<file path="src/rtl/ufo_protocol_pkg.sv">
// Shared UFO client-to-exchange types, header layout and byte-count helpers.
package ufo_protocol_pkg;

   typedef enum logic [7:0] {
      C2E_LOGIN_REQ  = 8'h4C,
      C2E_LOGOFF_REQ = 8'h4F,
      C2E_HEARTBEAT  = 8'h52,
      C2E_UNSEQ_DATA = 8'h55
   } client2exchange_types_t;

   localparam int UFO_HDR_BYTES           = 3;
   localparam int UFO_LOGIN_PAYLOAD_BYTES = 6;

   typedef struct packed {
      logic [15:0] packet_length;
      logic [7:0]  msgtype;
   } ufo_frame_hdr_t;

   typedef enum logic [2:0] {
      ST_IDLE,
      ST_LOGIN_HDR,
      ST_U_FIRST,
      ST_U_BODY,
      ST_U_FLUSH,
      ST_LAST
   } tx_state_t;

   // Valid bytes carried by one 8-byte beat.
   function automatic logic [3:0] beat_bytes(input logic eop, input logic [2:0] empty);
      return eop ? (4'd8 - {1'b0, empty}) : 4'd8;
   endfunction

endpackage

</file>
<file path="src/rtl/ufo_client_tx_if.sv">
// Command, OUCH payload and UFO frame handshakes of ufo_client_tx.
interface ufo_client_tx_if;

   logic        cmd_valid;
   logic        cmd_ready;
   logic [7:0]  cmd_type;
   logic [15:0] cmd_session;
   logic [31:0] cmd_sequence;
   logic [15:0] cmd_payload_len;

   logic [63:0] ouch_in_data;
   logic        ouch_in_startofpacket;
   logic        ouch_in_endofpacket;
   logic [2:0]  ouch_in_empty;
   logic        ouch_in_valid;
   logic        ouch_in_ready;

   logic [63:0] ufo_out_data;
   logic        ufo_out_startofpacket;
   logic        ufo_out_endofpacket;
   logic [2:0]  ufo_out_empty;
   logic        ufo_out_valid;
   logic        ufo_out_ready;

   logic        err_bad_cmd;
   logic        err_len_mismatch;

   modport master (
      output cmd_valid, cmd_type, cmd_session, cmd_sequence, cmd_payload_len,
      output ouch_in_data, ouch_in_startofpacket, ouch_in_endofpacket, ouch_in_empty, ouch_in_valid,
      output ufo_out_ready,
      input  cmd_ready, ouch_in_ready,
      input  ufo_out_data, ufo_out_startofpacket, ufo_out_endofpacket, ufo_out_empty, ufo_out_valid,
      input  err_bad_cmd, err_len_mismatch
   );

   modport slave (
      input  cmd_valid, cmd_type, cmd_session, cmd_sequence, cmd_payload_len,
      input  ouch_in_data, ouch_in_startofpacket, ouch_in_endofpacket, ouch_in_empty, ouch_in_valid,
      input  ufo_out_ready,
      output cmd_ready, ouch_in_ready,
      output ufo_out_data, ufo_out_startofpacket, ufo_out_endofpacket, ufo_out_empty, ufo_out_valid,
      output err_bad_cmd, err_len_mismatch
   );

endinterface

</file>
<file path="src/rtl/ufo_tx_realign.sv">
// Shifts the OUCH payload behind the 3-byte UFO header using a carried residual;
// an input EOP with more than 5 bytes leaves a pending flush beat.
module ufo_tx_realign
   import ufo_protocol_pkg::*;
(
   input  logic                         clk,
   input  logic                         areset_n,
   input  logic                         init,
   input  logic [UFO_HDR_BYTES*8-1:0]   init_res,
   input  logic                         en,
   input  logic                         in_valid,
   output logic                         in_ready,
   input  logic [63:0]                  in_data,
   input  logic                         in_eop,
   input  logic [2:0]                   in_empty,
   output logic [3:0]                   in_bytes,
   output logic                         out_valid,
   input  logic                         out_ready,
   output logic [63:0]                  out_data,
   output logic                         out_eop,
   output logic [2:0]                   out_empty
);

   localparam int RES_W = UFO_HDR_BYTES * 8;

   logic [RES_W-1:0] res_q, res_d;
   logic             flush_q, flush_d;
   logic [2:0]       flush_empty_q, flush_empty_d;
   logic             in_fire;

   always_comb begin
      in_bytes = beat_bytes(in_eop, in_empty);
      in_ready = en && !flush_q && out_ready;
      in_fire  = in_valid && in_ready;

      if (flush_q) begin
         out_valid = 1'b1;
         out_data  = {res_q, {(64-RES_W){1'b0}}};
         out_eop   = 1'b1;
         out_empty = flush_empty_q;
      end else begin
         out_valid = en && in_valid;
         out_data  = {res_q, in_data[63:RES_W]};
         out_eop   = in_eop && (in_bytes <= 4'd5);
         out_empty = out_eop ? 3'(4'd5 - in_bytes) : 3'd0;
      end

      res_d         = res_q;
      flush_d       = flush_q;
      flush_empty_d = flush_empty_q;
      if (init) begin
         res_d   = init_res;
         flush_d = 1'b0;
      end else if (in_fire) begin
         res_d = in_data[RES_W-1:0];
         // 6..8 bytes on the EOP beat leave 1..3 residual bytes for a flush beat
         if (in_eop && (in_bytes > 4'd5)) begin
            flush_d       = 1'b1;
            flush_empty_d = 3'(4'd13 - in_bytes);
         end
      end else if (flush_q && out_ready) begin
         flush_d = 1'b0;
      end
   end

   always_ff @(posedge clk) begin
      if (!areset_n) begin
         res_q         <= '0;
         flush_q       <= 1'b0;
         flush_empty_q <= 3'd0;
      end else begin
         res_q         <= res_d;
         flush_q       <= flush_d;
         flush_empty_q <= flush_empty_d;
      end
   end

endmodule

</file>
<file path="src/rtl/ufo_client_tx.sv">
// UFO client-to-exchange transmitter: command FSM, frame builder and heartbeat timer.
// Optional automatic heartbeat is built when UFO_TX_AUTO_HEARTBEAT_EN is defined.
//
// state        | meaning
// IDLE         | waiting for a command (or a due heartbeat)
// LOGIN_HDR    | login first beat pending, tail beat next
// U_FIRST      | unsequenced data, waiting for first payload beat
// U_BODY       | unsequenced data, subsequent payload beats
// U_FLUSH      | emit residual bytes after an input EOP of 6..8 bytes
// LAST         | final beat loaded, waiting for its handshake
module ufo_client_tx
   import ufo_protocol_pkg::*;
#(
   parameter int UFO_DATA_WIDTH   = 64,
   parameter int OUCH_DATA_WIDTH  = 64,
   parameter int HEARTBEAT_CYCLES = 125000000
) (
   input  logic            clk,
   input  logic            areset_n,
   ufo_client_tx_if.slave  bus
);

   if (UFO_DATA_WIDTH != 64 || OUCH_DATA_WIDTH != UFO_DATA_WIDTH) begin : g_width_check
      $error("ufo_client_tx supports only 64-bit data paths");
   end

   tx_state_t      state_q, state_d;
   logic [63:0]    data_q, data_d;
   logic           sop_q, sop_d;
   logic           eop_q, eop_d;
   logic [2:0]     empty_q, empty_d;
   logic           valid_q, valid_d;
   logic           err_bad_q, err_bad_d;
   logic           err_len_q, err_len_d;
   logic           live_q, live_d;
   logic [15:0]    len_q, len_d;
   logic [15:0]    cnt_q, cnt_d;
   logic [7:0]     seq_lo_q, seq_lo_d;

   logic           free;
   logic           cmd_fire;
   logic           ouch_fire;
   logic           hb_due;
   logic           ra_init;
   logic           ra_en;
   logic           ra_out_valid;
   logic           ra_out_ready;
   logic [63:0]    ra_out_data;
   logic           ra_out_eop;
   logic [2:0]     ra_out_empty;
   logic [3:0]     ra_in_bytes;
   logic [15:0]    cnt_next;
   ufo_frame_hdr_t u_hdr;
   ufo_frame_hdr_t l_hdr;
   logic           unused_in;

   assign free      = !valid_q || bus.ufo_out_ready;
   assign cmd_fire  = bus.cmd_valid && bus.cmd_ready;
   assign ouch_fire = bus.ouch_in_valid && bus.ouch_in_ready;
   assign unused_in = bus.ouch_in_startofpacket;

   assign ra_en        = (state_q == ST_U_FIRST) || (state_q == ST_U_BODY);
   assign ra_out_ready = free && (ra_en || state_q == ST_U_FLUSH);
   assign cnt_next     = cnt_q + {12'd0, ra_in_bytes};

   assign u_hdr.packet_length = bus.cmd_payload_len + 16'd1;
   assign u_hdr.msgtype       = C2E_UNSEQ_DATA;
   assign l_hdr.packet_length = 16'(1 + UFO_LOGIN_PAYLOAD_BYTES);
   assign l_hdr.msgtype       = C2E_LOGIN_REQ;

   ufo_tx_realign u_realign (
      .clk       (clk),
      .areset_n  (areset_n),
      .init      (ra_init),
      .init_res  (u_hdr),
      .en        (ra_en),
      .in_valid  (bus.ouch_in_valid),
      .in_ready  (bus.ouch_in_ready),
      .in_data   (bus.ouch_in_data),
      .in_eop    (bus.ouch_in_endofpacket),
      .in_empty  (bus.ouch_in_empty),
      .in_bytes  (ra_in_bytes),
      .out_valid (ra_out_valid),
      .out_ready (ra_out_ready),
      .out_data  (ra_out_data),
      .out_eop   (ra_out_eop),
      .out_empty (ra_out_empty)
   );

`ifdef UFO_TX_AUTO_HEARTBEAT_EN
   localparam logic [31:0] HB_LIMIT = 32'(HEARTBEAT_CYCLES);
   logic [31:0] hb_cnt_q, hb_cnt_d;

   always_comb begin
      hb_cnt_d = hb_cnt_q;
      if (valid_q && eop_q && bus.ufo_out_ready)
         hb_cnt_d = '0;
      else if (state_q == ST_IDLE && !valid_q && hb_cnt_q != HB_LIMIT)
         hb_cnt_d = hb_cnt_q + 32'd1;
   end

   always_ff @(posedge clk) begin
      if (!areset_n) hb_cnt_q <= '0;
      else           hb_cnt_q <= hb_cnt_d;
   end

   // A pending command always wins; the heartbeat stays due until sent.
   assign hb_due = live_q && state_q == ST_IDLE && !valid_q && !bus.cmd_valid &&
                   hb_cnt_q == HB_LIMIT;
`else
   logic unused_hb;
   assign unused_hb = (HEARTBEAT_CYCLES != 0);
   assign hb_due    = 1'b0;
`endif

   always_comb begin
      state_d   = state_q;
      data_d    = data_q;
      sop_d     = sop_q;
      eop_d     = eop_q;
      empty_d   = empty_q;
      valid_d   = valid_q && !bus.ufo_out_ready;
      err_bad_d = 1'b0;
      err_len_d = 1'b0;
      live_d    = 1'b1;
      len_d     = len_q;
      cnt_d     = cnt_q;
      seq_lo_d  = seq_lo_q;
      ra_init   = 1'b0;

      case (state_q)
         ST_IDLE: begin
            if (cmd_fire) begin
               len_d    = bus.cmd_payload_len;
               cnt_d    = 16'd0;
               seq_lo_d = bus.cmd_sequence[7:0];
               case (bus.cmd_type)
                  C2E_HEARTBEAT, C2E_LOGOFF_REQ: begin
                     data_d  = {16'h0001, bus.cmd_type, 40'h0};
                     sop_d   = 1'b1;
                     eop_d   = 1'b1;
                     empty_d = 3'd5;
                     valid_d = 1'b1;
                     state_d = ST_LAST;
                  end
                  C2E_LOGIN_REQ: begin
                     data_d  = {l_hdr, bus.cmd_session, bus.cmd_sequence[31:8]};
                     sop_d   = 1'b1;
                     eop_d   = 1'b0;
                     empty_d = 3'd0;
                     valid_d = 1'b1;
                     state_d = ST_LOGIN_HDR;
                  end
                  C2E_UNSEQ_DATA: begin
                     if (bus.cmd_payload_len == 16'd0) begin
                        data_d  = {u_hdr, 40'h0};
                        sop_d   = 1'b1;
                        eop_d   = 1'b1;
                        empty_d = 3'd5;
                        valid_d = 1'b1;
                        state_d = ST_LAST;
                     end else begin
                        ra_init = 1'b1;
                        state_d = ST_U_FIRST;
                     end
                  end
                  default: err_bad_d = 1'b1;
               endcase
            end else if (hb_due) begin
               data_d  = {16'h0001, C2E_HEARTBEAT, 40'h0};
               sop_d   = 1'b1;
               eop_d   = 1'b1;
               empty_d = 3'd5;
               valid_d = 1'b1;
               state_d = ST_LAST;
            end
         end
         ST_LOGIN_HDR: begin
            if (free) begin
               data_d  = {seq_lo_q, 56'h0};
               sop_d   = 1'b0;
               eop_d   = 1'b1;
               empty_d = 3'd7;
               valid_d = 1'b1;
               state_d = ST_LAST;
            end
         end
         ST_U_FIRST, ST_U_BODY: begin
            if (ouch_fire) begin
               data_d  = ra_out_data;
               sop_d   = (state_q == ST_U_FIRST);
               eop_d   = ra_out_eop;
               empty_d = ra_out_empty;
               valid_d = 1'b1;
               cnt_d   = cnt_next;
               state_d = ST_U_BODY;
               if (bus.ouch_in_endofpacket) begin
                  err_len_d = (cnt_next != len_q);
                  state_d   = ra_out_eop ? ST_IDLE : ST_U_FLUSH;
               end
            end
         end
         ST_U_FLUSH: begin
            if (free && ra_out_valid) begin
               data_d  = ra_out_data;
               sop_d   = 1'b0;
               eop_d   = ra_out_eop;
               empty_d = ra_out_empty;
               valid_d = 1'b1;
               state_d = ST_IDLE;
            end
         end
         ST_LAST: begin
            if (free) state_d = ST_IDLE;
         end
         default: state_d = ST_IDLE;
      endcase
   end

   always_ff @(posedge clk) begin
      if (!areset_n) begin
         state_q   <= ST_IDLE;
         data_q    <= '0;
         sop_q     <= 1'b0;
         eop_q     <= 1'b0;
         empty_q   <= 3'd0;
         valid_q   <= 1'b0;
         err_bad_q <= 1'b0;
         err_len_q <= 1'b0;
         live_q    <= 1'b0;
         len_q     <= '0;
         cnt_q     <= '0;
         seq_lo_q  <= '0;
      end else begin
         state_q   <= state_d;
         data_q    <= data_d;
         sop_q     <= sop_d;
         eop_q     <= eop_d;
         empty_q   <= empty_d;
         valid_q   <= valid_d;
         err_bad_q <= err_bad_d;
         err_len_q <= err_len_d;
         live_q    <= live_d;
         len_q     <= len_d;
         cnt_q     <= cnt_d;
         seq_lo_q  <= seq_lo_d;
      end
   end

   // live_q keeps cmd_ready low in the cycle right after reset.
   assign bus.cmd_ready             = live_q && state_q == ST_IDLE && !valid_q;
   assign bus.ufo_out_data          = data_q;
   assign bus.ufo_out_startofpacket = sop_q;
   assign bus.ufo_out_endofpacket   = eop_q;
   assign bus.ufo_out_empty         = empty_q;
   assign bus.ufo_out_valid         = valid_q;
   assign bus.err_bad_cmd           = err_bad_q;
   assign bus.err_len_mismatch      = err_len_q;

endmodule
</file>
<file path="src/flat_wrapper.sv">
// flat-port wrapper written by rule: the top's interface ports become plain ports
module ufo_client_tx_flat import ufo_protocol_pkg::*;
#(
   parameter int UFO_DATA_WIDTH   = 64,
   parameter int OUCH_DATA_WIDTH  = 64,
   parameter int HEARTBEAT_CYCLES = 125000000
)
  (clk, areset_n, bus_cmd_valid, bus_cmd_type, bus_cmd_session, bus_cmd_sequence, bus_cmd_payload_len, bus_ouch_in_data, bus_ouch_in_startofpacket, bus_ouch_in_endofpacket, bus_ouch_in_empty, bus_ouch_in_valid, bus_ufo_out_ready, bus_cmd_ready, bus_ouch_in_ready, bus_ufo_out_data, bus_ufo_out_startofpacket, bus_ufo_out_endofpacket, bus_ufo_out_empty, bus_ufo_out_valid, bus_err_bad_cmd, bus_err_len_mismatch);
  ufo_client_tx_if bus_i ();
  input  logic clk;
  input  logic areset_n;
  input wire logic [$bits(bus_i.cmd_valid)-1:0] bus_cmd_valid;
  input wire logic [$bits(bus_i.cmd_type)-1:0] bus_cmd_type;
  input wire logic [$bits(bus_i.cmd_session)-1:0] bus_cmd_session;
  input wire logic [$bits(bus_i.cmd_sequence)-1:0] bus_cmd_sequence;
  input wire logic [$bits(bus_i.cmd_payload_len)-1:0] bus_cmd_payload_len;
  input wire logic [$bits(bus_i.ouch_in_data)-1:0] bus_ouch_in_data;
  input wire logic [$bits(bus_i.ouch_in_startofpacket)-1:0] bus_ouch_in_startofpacket;
  input wire logic [$bits(bus_i.ouch_in_endofpacket)-1:0] bus_ouch_in_endofpacket;
  input wire logic [$bits(bus_i.ouch_in_empty)-1:0] bus_ouch_in_empty;
  input wire logic [$bits(bus_i.ouch_in_valid)-1:0] bus_ouch_in_valid;
  input wire logic [$bits(bus_i.ufo_out_ready)-1:0] bus_ufo_out_ready;
  output wire logic [$bits(bus_i.cmd_ready)-1:0] bus_cmd_ready;
  output wire logic [$bits(bus_i.ouch_in_ready)-1:0] bus_ouch_in_ready;
  output wire logic [$bits(bus_i.ufo_out_data)-1:0] bus_ufo_out_data;
  output wire logic [$bits(bus_i.ufo_out_startofpacket)-1:0] bus_ufo_out_startofpacket;
  output wire logic [$bits(bus_i.ufo_out_endofpacket)-1:0] bus_ufo_out_endofpacket;
  output wire logic [$bits(bus_i.ufo_out_empty)-1:0] bus_ufo_out_empty;
  output wire logic [$bits(bus_i.ufo_out_valid)-1:0] bus_ufo_out_valid;
  output wire logic [$bits(bus_i.err_bad_cmd)-1:0] bus_err_bad_cmd;
  output wire logic [$bits(bus_i.err_len_mismatch)-1:0] bus_err_len_mismatch;
  assign bus_i.cmd_valid = bus_cmd_valid;
  assign bus_i.cmd_type = bus_cmd_type;
  assign bus_i.cmd_session = bus_cmd_session;
  assign bus_i.cmd_sequence = bus_cmd_sequence;
  assign bus_i.cmd_payload_len = bus_cmd_payload_len;
  assign bus_i.ouch_in_data = bus_ouch_in_data;
  assign bus_i.ouch_in_startofpacket = bus_ouch_in_startofpacket;
  assign bus_i.ouch_in_endofpacket = bus_ouch_in_endofpacket;
  assign bus_i.ouch_in_empty = bus_ouch_in_empty;
  assign bus_i.ouch_in_valid = bus_ouch_in_valid;
  assign bus_i.ufo_out_ready = bus_ufo_out_ready;
  assign bus_cmd_ready = bus_i.cmd_ready;
  assign bus_ouch_in_ready = bus_i.ouch_in_ready;
  assign bus_ufo_out_data = bus_i.ufo_out_data;
  assign bus_ufo_out_startofpacket = bus_i.ufo_out_startofpacket;
  assign bus_ufo_out_endofpacket = bus_i.ufo_out_endofpacket;
  assign bus_ufo_out_empty = bus_i.ufo_out_empty;
  assign bus_ufo_out_valid = bus_i.ufo_out_valid;
  assign bus_err_bad_cmd = bus_i.err_bad_cmd;
  assign bus_err_len_mismatch = bus_i.err_len_mismatch;
  ufo_client_tx #(.UFO_DATA_WIDTH(UFO_DATA_WIDTH), .OUCH_DATA_WIDTH(OUCH_DATA_WIDTH), .HEARTBEAT_CYCLES(HEARTBEAT_CYCLES)) u_core (.clk(clk), .areset_n(areset_n), .bus(bus_i));
endmodule
</file>
<file path="config.mk">
export PLATFORM = sky130hd
export DESIGN_NAME = ufo_client_tx_flat
export DESIGN_NICKNAME = d
export VERILOG_FILES = /design/src/rtl/ufo_protocol_pkg.sv /design/src/rtl/ufo_client_tx_if.sv /design/src/rtl/ufo_tx_realign.sv /design/src/rtl/ufo_client_tx.sv /design/src/flat_wrapper.sv
export SDC_FILE = /design/constraint.sdc
export NUM_CORES = 1
export LEC_CHECK = 0
export BUFFER_PORTS_ARGS = -buffer_cell sky130_fd_sc_hd__buf_2
export CORE_MARGIN = 2
export CORE_UTILIZATION = 56
export CTS_CLUSTER_DIAMETER = 50
export DETAILED_ROUTE_END_ITERATION = 10
export PLACE_DENSITY = 0.86
export SYNTH_ARGS = -nofsm -noshare
export SYNTH_HDL_FRONTEND = slang
export SYNTH_SLANG_ARGS = --single-unit
</file>
<file path="constraint.sdc">
create_clock -name clk -period 7.8 [get_ports clk]
set_input_delay 1.56 -clock clk [delete_from_list [all_inputs] [get_ports clk]]
set_output_delay 1.56 -clock clk [all_outputs]
set_load 0.02 [all_outputs]
</file>
### Word level (Yosys, flattened, before mapping)

Cells that the tools add are included.

| storage, ports and cells | value |
|---|---|
| bits in registers | 144 |
| input port bits | 146 |
| output and inout bits | 74 |
| logic and storage cells | 147 |

| operators by class | value |
|---|---|
| add/subtract/negate cells | 5 |
| magnitude comparators | 2 |
| equal/unequal tests | 19 |
| muxes and demuxes | 64 |
| bitwise logic cells | 2 |
| reductions and logical operators | 39 |

Operator list:

| operator | count |
|---|---|
| two-way mux 64 bit | 5 |
| one-hot mux 64 bit (4 select lines) | 1 |
| one-hot mux 64 bit (3 select lines) | 1 |
| two-way mux 24 bit | 2 |
| two-way mux 3 bit | 15 |
| two-way mux 40 bit | 1 |
| equality test 8 x 7 -> 1 bit (second input constant) | 4 |
| two-way mux 16 bit | 2 |
| one-hot mux 16 bit (2 select lines) | 1 |
| two-way mux 1 bit | 25 |
| one-hot mux 3 bit (3 select lines) | 2 |
| adder 16 x 1 -> 16 bit (second input constant) | 1 |
| adder 16 x 4 -> 16 bit | 1 |
| zero test 16 bit | 1 |
| != test 16 bit | 1 |
| one-hot mux 3 bit (5 select lines) | 1 |
| AND reduction 7 bit | 2 |
| logical AND 1 bit | 13 |
| one-hot mux 1 bit (4 select lines) | 3 |
| one-hot mux 3 bit (4 select lines) | 1 |
| AND reduction 3 bit | 3 |
| != test 2 x 1 -> 1 bit (second input constant) | 4 |
| equality test 3 x 2 -> 1 bit (second input constant) | 2 |
| equality test 3 bit (second input constant) | 2 |
| other kinds (24) | 37 |

### Logic depth before layout (Yosys ltp)

| depth | value |
|---|---|
| depth in word-level cells | 9 |
| mapped depth | 12 |
| depth with buffers taken out | 11 |

### Modules after synthesis

A second synthesis with hierarchy kept.

| second synthesis, totals | value |
|---|---|
| cells, all modules | 958 |
| area total of the unflattened synthesis | 7861.3 um^2 |

Modules (own cells, without submodules):

| module | instances | cells an instance | area each (um^2) | seq. area each (um^2) |
|---|---|---|---|---|
| ufo_client_tx | 1 | 756 | 6164.7 | 2322.2 |
| ufo_tx_realign | 1 | 202 | 1696.6 | 560.5 |

### Least setup slack after synthesis

Ideal clock, no wire load.

| timing | value |
|---|---|
| path kind | in2reg |
| start | in bus_ouch_in_endofpacket |
| end | reg u_core.err_len_q, in the netlist u_core.bus.err_len_mismatch |
| library setup time | 0.124 ns |
| data arrival time | 4.238 ns |
| required time | 7.676 ns |
| path slack | 3.438 ns |
| stages | 12 |
| buffers on the path | 1 |
| path through | clkbuf_1 inv_1 nor2_1 ha_1 inv_1 fa_1 nor2b_1 o22ai_1 a2111o_1 or4_1 nor4_1 a21oi_1 |

| between the ends | value |
|---|---|
| cells in the longest elaborated chain, start to end | 3 |
| elaborated cells on any way between the ends | 4 |
| classes of those cells | add/sub (1); eq/ne (1); mux (1); reduce/logical (1) |

Ends and longest elaborated chain:

| item | RTL line | text |
|---|---|---|
| start, declared | flat_wrapper.sv:19 | `input wire logic [$bits(bus_i.ouch_in_endofpacket)-1:0] bus_ouch_in_endofpacket;` |
| two-way mux 4 bit | ufo_protocol_pkg.sv:30 | `return eop ? (4'd8 - {1'b0, empty}) : 4'd8;` |
| adder 16 x 4 -> 16 bit | ufo_client_tx.sv:64 | `assign cnt_next = cnt_q + {12'd0, ra_in_bytes};` |
| != test 16 bit | ufo_client_tx.sv:198 | `err_len_d = (cnt_next != len_q);` |
| end signal, assigned | ufo_client_tx.sv:242 | `err_len_q <= err_len_d;` |
| end, declared | ufo_client_tx.sv:34 | `logic err_len_q, err_len_d;` |

Parallel ways exist; a longest one is shown, timed or not.
A chain may end at the register's enable or synchronous reset.

### Worst setup path after layout

| timing | value |
|---|---|
| start | in bus_cmd_type[0] |
| end | reg u_core.data_q[41], in the netlist u_core.bus.ufo_out_data[41] |

| between the ends | value |
|---|---|
| cells in the longest elaborated chain, start to end | 5 |
| elaborated cells on any way between the ends | 11 |
| classes of those cells | eq/ne (6); mux (3); reduce/logical (2) |

Ends and longest elaborated chain:

| item | RTL line | text |
|---|---|---|
| start, declared | flat_wrapper.sv:13 | `input wire logic [$bits(bus_i.cmd_type)-1:0] bus_cmd_type;` |
| equality test 8 x 7 -> 1 bit | ufo_client_tx.sv:137 | `case (bus.cmd_type)` |
| OR reduction 2 bit | - |  |
| one-hot mux 64 bit (3 select lines) | ufo_client_tx.sv:137 |  |
| two-way mux 64 bit | ufo_client_tx.sv:133 | `if (cmd_fire) begin` |
| one-hot mux 64 bit (4 select lines) | ufo_client_tx.sv:131 | `case (state_q)` |
| end signal, assigned | ufo_client_tx.sv:236 | `data_q <= data_d;` |
| end, declared | ufo_client_tx.sv:28 | `logic [63:0] data_q, data_d;` |

Parallel ways exist; a longest one is shown, timed or not. The select of a mux whose other input is x is not followed.

==> run_summary.xml <==
<?xml version="1.0" encoding="UTF-8"?>
<metrics>
  <group name="clocking">
    <metric name="postCtsSetupBuffers" unit="">0</metric>
    <metric name="cts.repair.resized" unit="">0</metric>
    <metric name="cts_hold_repair.buffers" unit="">0</metric>
    <metric name="worst_setup_hold_path_clk_slew" unit="ns">0.06</metric>
    <metric name="clk_latency" unit="ns">0.43</metric>
    <metric name="cts_tree" unit="">done</metric>
    <metric name="cts_buffer_depth" unit="">2</metric>
    <metric name="cts.htree.levels" unit="">4</metric>
    <metric name="clockRootBuffer" unit="">clkbuf_16</metric>
    <metric name="numClockSinks" unit="">144</metric>
    <metric name="tritoncts.num_buffers" unit="">17</metric>
  </group>
  <group name="grt">
    <metric name="grt_start_max_net_pins" unit="">77</metric>
    <metric name="grt_pass1_vias" unit="">6913</metric>
    <metric name="grt_pass1_wl" unit="mm">34.3</metric>
    <metric name="overflow" unit="">0</metric>
    <metric name="grtUsageTotal" unit="">0.304</metric>
    <metric name="antenna_found_initial" unit="">1</metric>
  </group>
  <group name="sta">
    <metric name="timing_hold_violations_final" unit="">0</metric>
    <metric name="worst_pin_slew" unit="ns">0.957</metric>
    <metric name="timing_max_transition_violations_final" unit="">0</metric>
    <metric name="fin_tns_setup" unit="ns">0</metric>
    <metric name="period_share" unit="">0.564</metric>
    <metric name="worst_clock_skew" unit="ns">0.00849</metric>
    <metric name="fin_worst_setup_slack" unit="ns">3.40</metric>
    <metric name="setup-violations-final" unit="">0</metric>
    <metric name="unrepaired_setup_endpoints_after_global_routing" unit="">false</metric>
    <metric name="slew_headroom" unit="">0.362</metric>
    <metric name="finalWorstPathRequiredPeriod" unit="ns">4.40</metric>
    <metric name="achievable-frequency" unit="GHz">0.227</metric>
  </group>
  <group name="yosys">
    <metric name="synthTopCellsByArea" unit="">dfxtp_1, nand2_1, a22oi_1</metric>
    <metric name="async_set_or_reset_register_ratio_after_synthesis" unit="">0</metric>
    <metric name="synthesized_instance_count" unit="">897</metric>
    <metric name="synth-edff-count" unit="">0</metric>
    <metric name="synthDistinctLibCells" unit="">67</metric>
    <metric name="postSynthRegisterBits" unit="">144</metric>
    <metric name="seq_area_frac_synth" unit="">0.393</metric>
    <metric name="syn_area" unit="mm^2">0.00734</metric>
    <metric name="post-synth-top-area-cell" unit="">dfxtp_1</metric>
    <metric name="dominantRegCellSynth" unit="">dfxtp_1</metric>
    <metric name="synth.yosys.warnings" unit="">0</metric>
    <metric name="synth_fp_nets" unit="">1051</metric>
    <metric name="avgSynthCellArea" unit="um^2">8.18</metric>
    <metric name="synth_top_cell_area_share" unit="">0.393</metric>
  </group>
  <group name="placed_design">
    <metric name="port_buffers" unit="">218</metric>
    <metric name="pre_cts_ws" unit="ns">3.00</metric>
    <metric name="dp.final_hpwl" unit="mm">15.4</metric>
    <metric name="place.gp.congestion" unit="">0.933</metric>
  </group>
  <group name="worst_setup_path">
    <metric name="worstPathMaxFanout" unit="">74</metric>
    <metric name="max_stage_delay" unit="ns">0.66</metric>
    <metric name="cpMaxStageDelayCell" unit="">buf_4</metric>
    <metric name="worst-endpoint-arrival" unit="ns">4.72</metric>
    <metric name="timing.critical_path.cells" unit="">buf_2 &gt; or4b_1 &gt; a211oi_1 &gt; o311ai_1 &gt; a2111oi_4 &gt; buf_4 &gt; buf_4 &gt; o311ai_1 &gt; o211a_1</metric>
    <metric name="critical-path-top-delay-family" unit="">buffers and inverters</metric>
    <metric name="worst-endpoint-required" unit="ns">8.12</metric>
    <metric name="cp-start-kind" unit="">primary input</metric>
    <metric name="criticalPathCategory" unit="">primary input to flop</metric>
    <metric name="cp-end-kind" unit="">flop</metric>
    <metric name="path_buf_inv" unit="">3</metric>
  </group>
  <group name="layout">
    <metric name="final_layout_size_suffix_gt1_frac" unit="">0.251</metric>
    <metric name="layout_common_cells" unit="">buf_2, nand2_1, dfxtp_1</metric>
    <metric name="final_nets" unit="">1225</metric>
    <metric name="mostFrequentLayoutCell" unit="">buf_2</metric>
    <metric name="area_growth" unit="%">22.3</metric>
  </group>
  <group name="power_and_ir_drop">
    <metric name="intPower" unit="uW">1240</metric>
    <metric name="power.sequential.fraction" unit="">0.456</metric>
    <metric name="power_frac_comb" unit="">0.090</metric>
    <metric name="powerDensity" unit="mW/mm^2">185</metric>
    <metric name="power.net_switching" unit="uW">414</metric>
    <metric name="power.share.clock" unit="">0.454</metric>
    <metric name="irDropWorstVdd" unit="uV">141</metric>
    <metric name="cellLeakagePower" unit="uW">0.00381</metric>
    <metric name="switching_share" unit="">0.250</metric>
  </group>
  <group name="drt">
    <metric name="wl_per_cell" unit="um">17.0</metric>
    <metric name="firstDrtPassIters" unit="">6</metric>
    <metric name="vias_per_cell" unit="">5.97</metric>
    <metric name="drt_first_iter_violations" unit="">657</metric>
    <metric name="drc" unit="">0</metric>
    <metric name="wl_final" unit="mm">21.4</metric>
    <metric name="ant_nets" unit="">0</metric>
    <metric name="detailroute.via_count" unit="">7501</metric>
  </group>
  <group name="flow_run">
    <metric name="drv_cap" unit="">0</metric>
  </group>
  <group name="hold_path">
    <metric name="min_path_type" unit="">flop to flop</metric>
  </group>
  <group name="floorplanning">
    <metric name="rows" unit="">41</metric>
    <metric name="floorplan.core_area" unit="mm^2">0.0127</metric>
    <metric name="die_area" unit="mm^2">0.0140</metric>
    <metric name="die_width" unit="um">118</metric>
    <metric name="pin_count" unit="">220</metric>
    <metric name="initial_utilization" unit="">0.577</metric>
    <metric name="die_y" unit="um">118</metric>
  </group>
  <group name="run_status">
    <metric name="status" unit="">finished, final reports clean</metric>
  </group>
</metrics>
Yosys cell counts (all sizes together), types with 4 or more instances:
library cell / instances
buf: 17
a22oi: 57
clkbuf: 57
o31ai: 5
ha: 7
xor2: 16
nor2: 83
a311oi: 17
and4: 4
a211oi: 50
xnor2: 16
o211a: 23
o21ai: 26
nand3: 23
nor2b: 6
nor3b: 7
inv: 16
a21boi: 22
a31oi: 10
or2: 6
dfxtp: 144
and3: 7
nor3: 16
nand4: 7
a21oi: 43
nor4: 6
nand2: 144
or3: 6
nand2b: 5
metrics by stage:
step / utilization / total power, uW / instance area [um^2] / instances / hold WS (ns)
after floorplan: - / 849 / 7340 / 897 / 0.436
after global placement: 0.662 / 917 / 8420 / 1224 / 0.436
after detailed placement: 0.662 / 919 / 8420 / 1224 / 0.441
after CTS: 0.705 / 1660 / 8970 / 1256 / 0.451
after global routing: 0.706 / 1710 / 8980 / 1257 / 0.477
final: 0.706 / 1660 / 8980 / 1257 / 0.448
worst register-to-register path, delay by kind of cell, from the launching register on:
kind / cells / cell delay, ns
simple gates: 2 / 0.33
compound gates: 4 / 0.86
flops: 1 / 0.62
buf+inv: 2 / 1.24
power groups by stage:
| stage | combinational [uW] | clock [uW] | sequential (uW) |
|---|---|---|---|
| global placement | 146 | 0 | 771 |
| detailed placement | 148 | 0 | 771 |
| floorplan | 72.7 | 0 | 776 |
| finish | 150 | 752 | 755 |
| global route | 165 | 793 | 756 |
| CTS | 149 | 758 | 755 |
registers in the layout (all words and copies together), names as in the netlist:
name                              flops
u_core.bus.ufo_out_data              64
u_core.u_realign.res_q               24
u_core.cnt_q                         16
u_core.len_q                         16
u_core.seq_lo_q                       8
u_core.bus.ufo_out_empty              3
u_core.state_q                        3
u_core.u_realign.flush_empty_q        3
u_core.bus.err_bad_cmd                1
u_core.bus.err_len_mismatch           1
u_core.bus.ufo_out_endofpacket        1
u_core.bus.ufo_out_startofpacket      1
u_core.bus.ufo_out_valid              1
u_core.live_q                         1
u_core.u_realign.flush_q              1
area by class of cell:
type,count,area [um^2]
multi-input combinational,663,4090
fill,1054,3740
sequential,144,2880
timing repair buffer,229,1170
clock buffer,21,470
tap,172,215
clock inverter,11,81.3
inverter,16,60.1
antenna,1,2.50
per-layer routing:
| metal | GRT usage | wire length (um) | part of all wire | up-vias |
|---|---|---|---|---|
| li1 | - | - | - | 3630 |
| met5 | 0 | 0 | 0 | - |
| met3 | 0.0656 | 1770 | 0.083 | 43 |
| met4 | 0.115 | 547 | 0.026 | 0 |
| met2 | 0.507 | 10200 | 0.48 | 365 |
| met1 | 0.385 | 8860 | 0.41 | 3463 |
kinds of logic after synthesis:
kind of cell             share of synthesized area
flip-flops                                   0.393
buffers and inverters                       0.0506
multiplexers                               0.00273
AO/OA/AOI/OAI                                0.284
AND/OR/NAND/NOR                              0.211
adder cells (fa/ha/maj)                     0.0147
XOR/XNOR                                    0.0447
final timing paths:
path,slack [ns],depth (start not counted),start,end
max,3.40,9,bus_cmd_type[0],u_core.bus.ufo_out_data[41]
min,0.45,2,u_core.bus.ufo_out_startofpacket,u_core.bus.ufo_out_startofpacket
max reg2reg,4.65,8,u_core.state_q[2],u_core.bus.ufo_out_data[41]
min reg2reg,0.45,2,u_core.bus.ufo_out_startofpacket,u_core.bus.ufo_out_startofpacket
(Power assumes the default switching activity.)
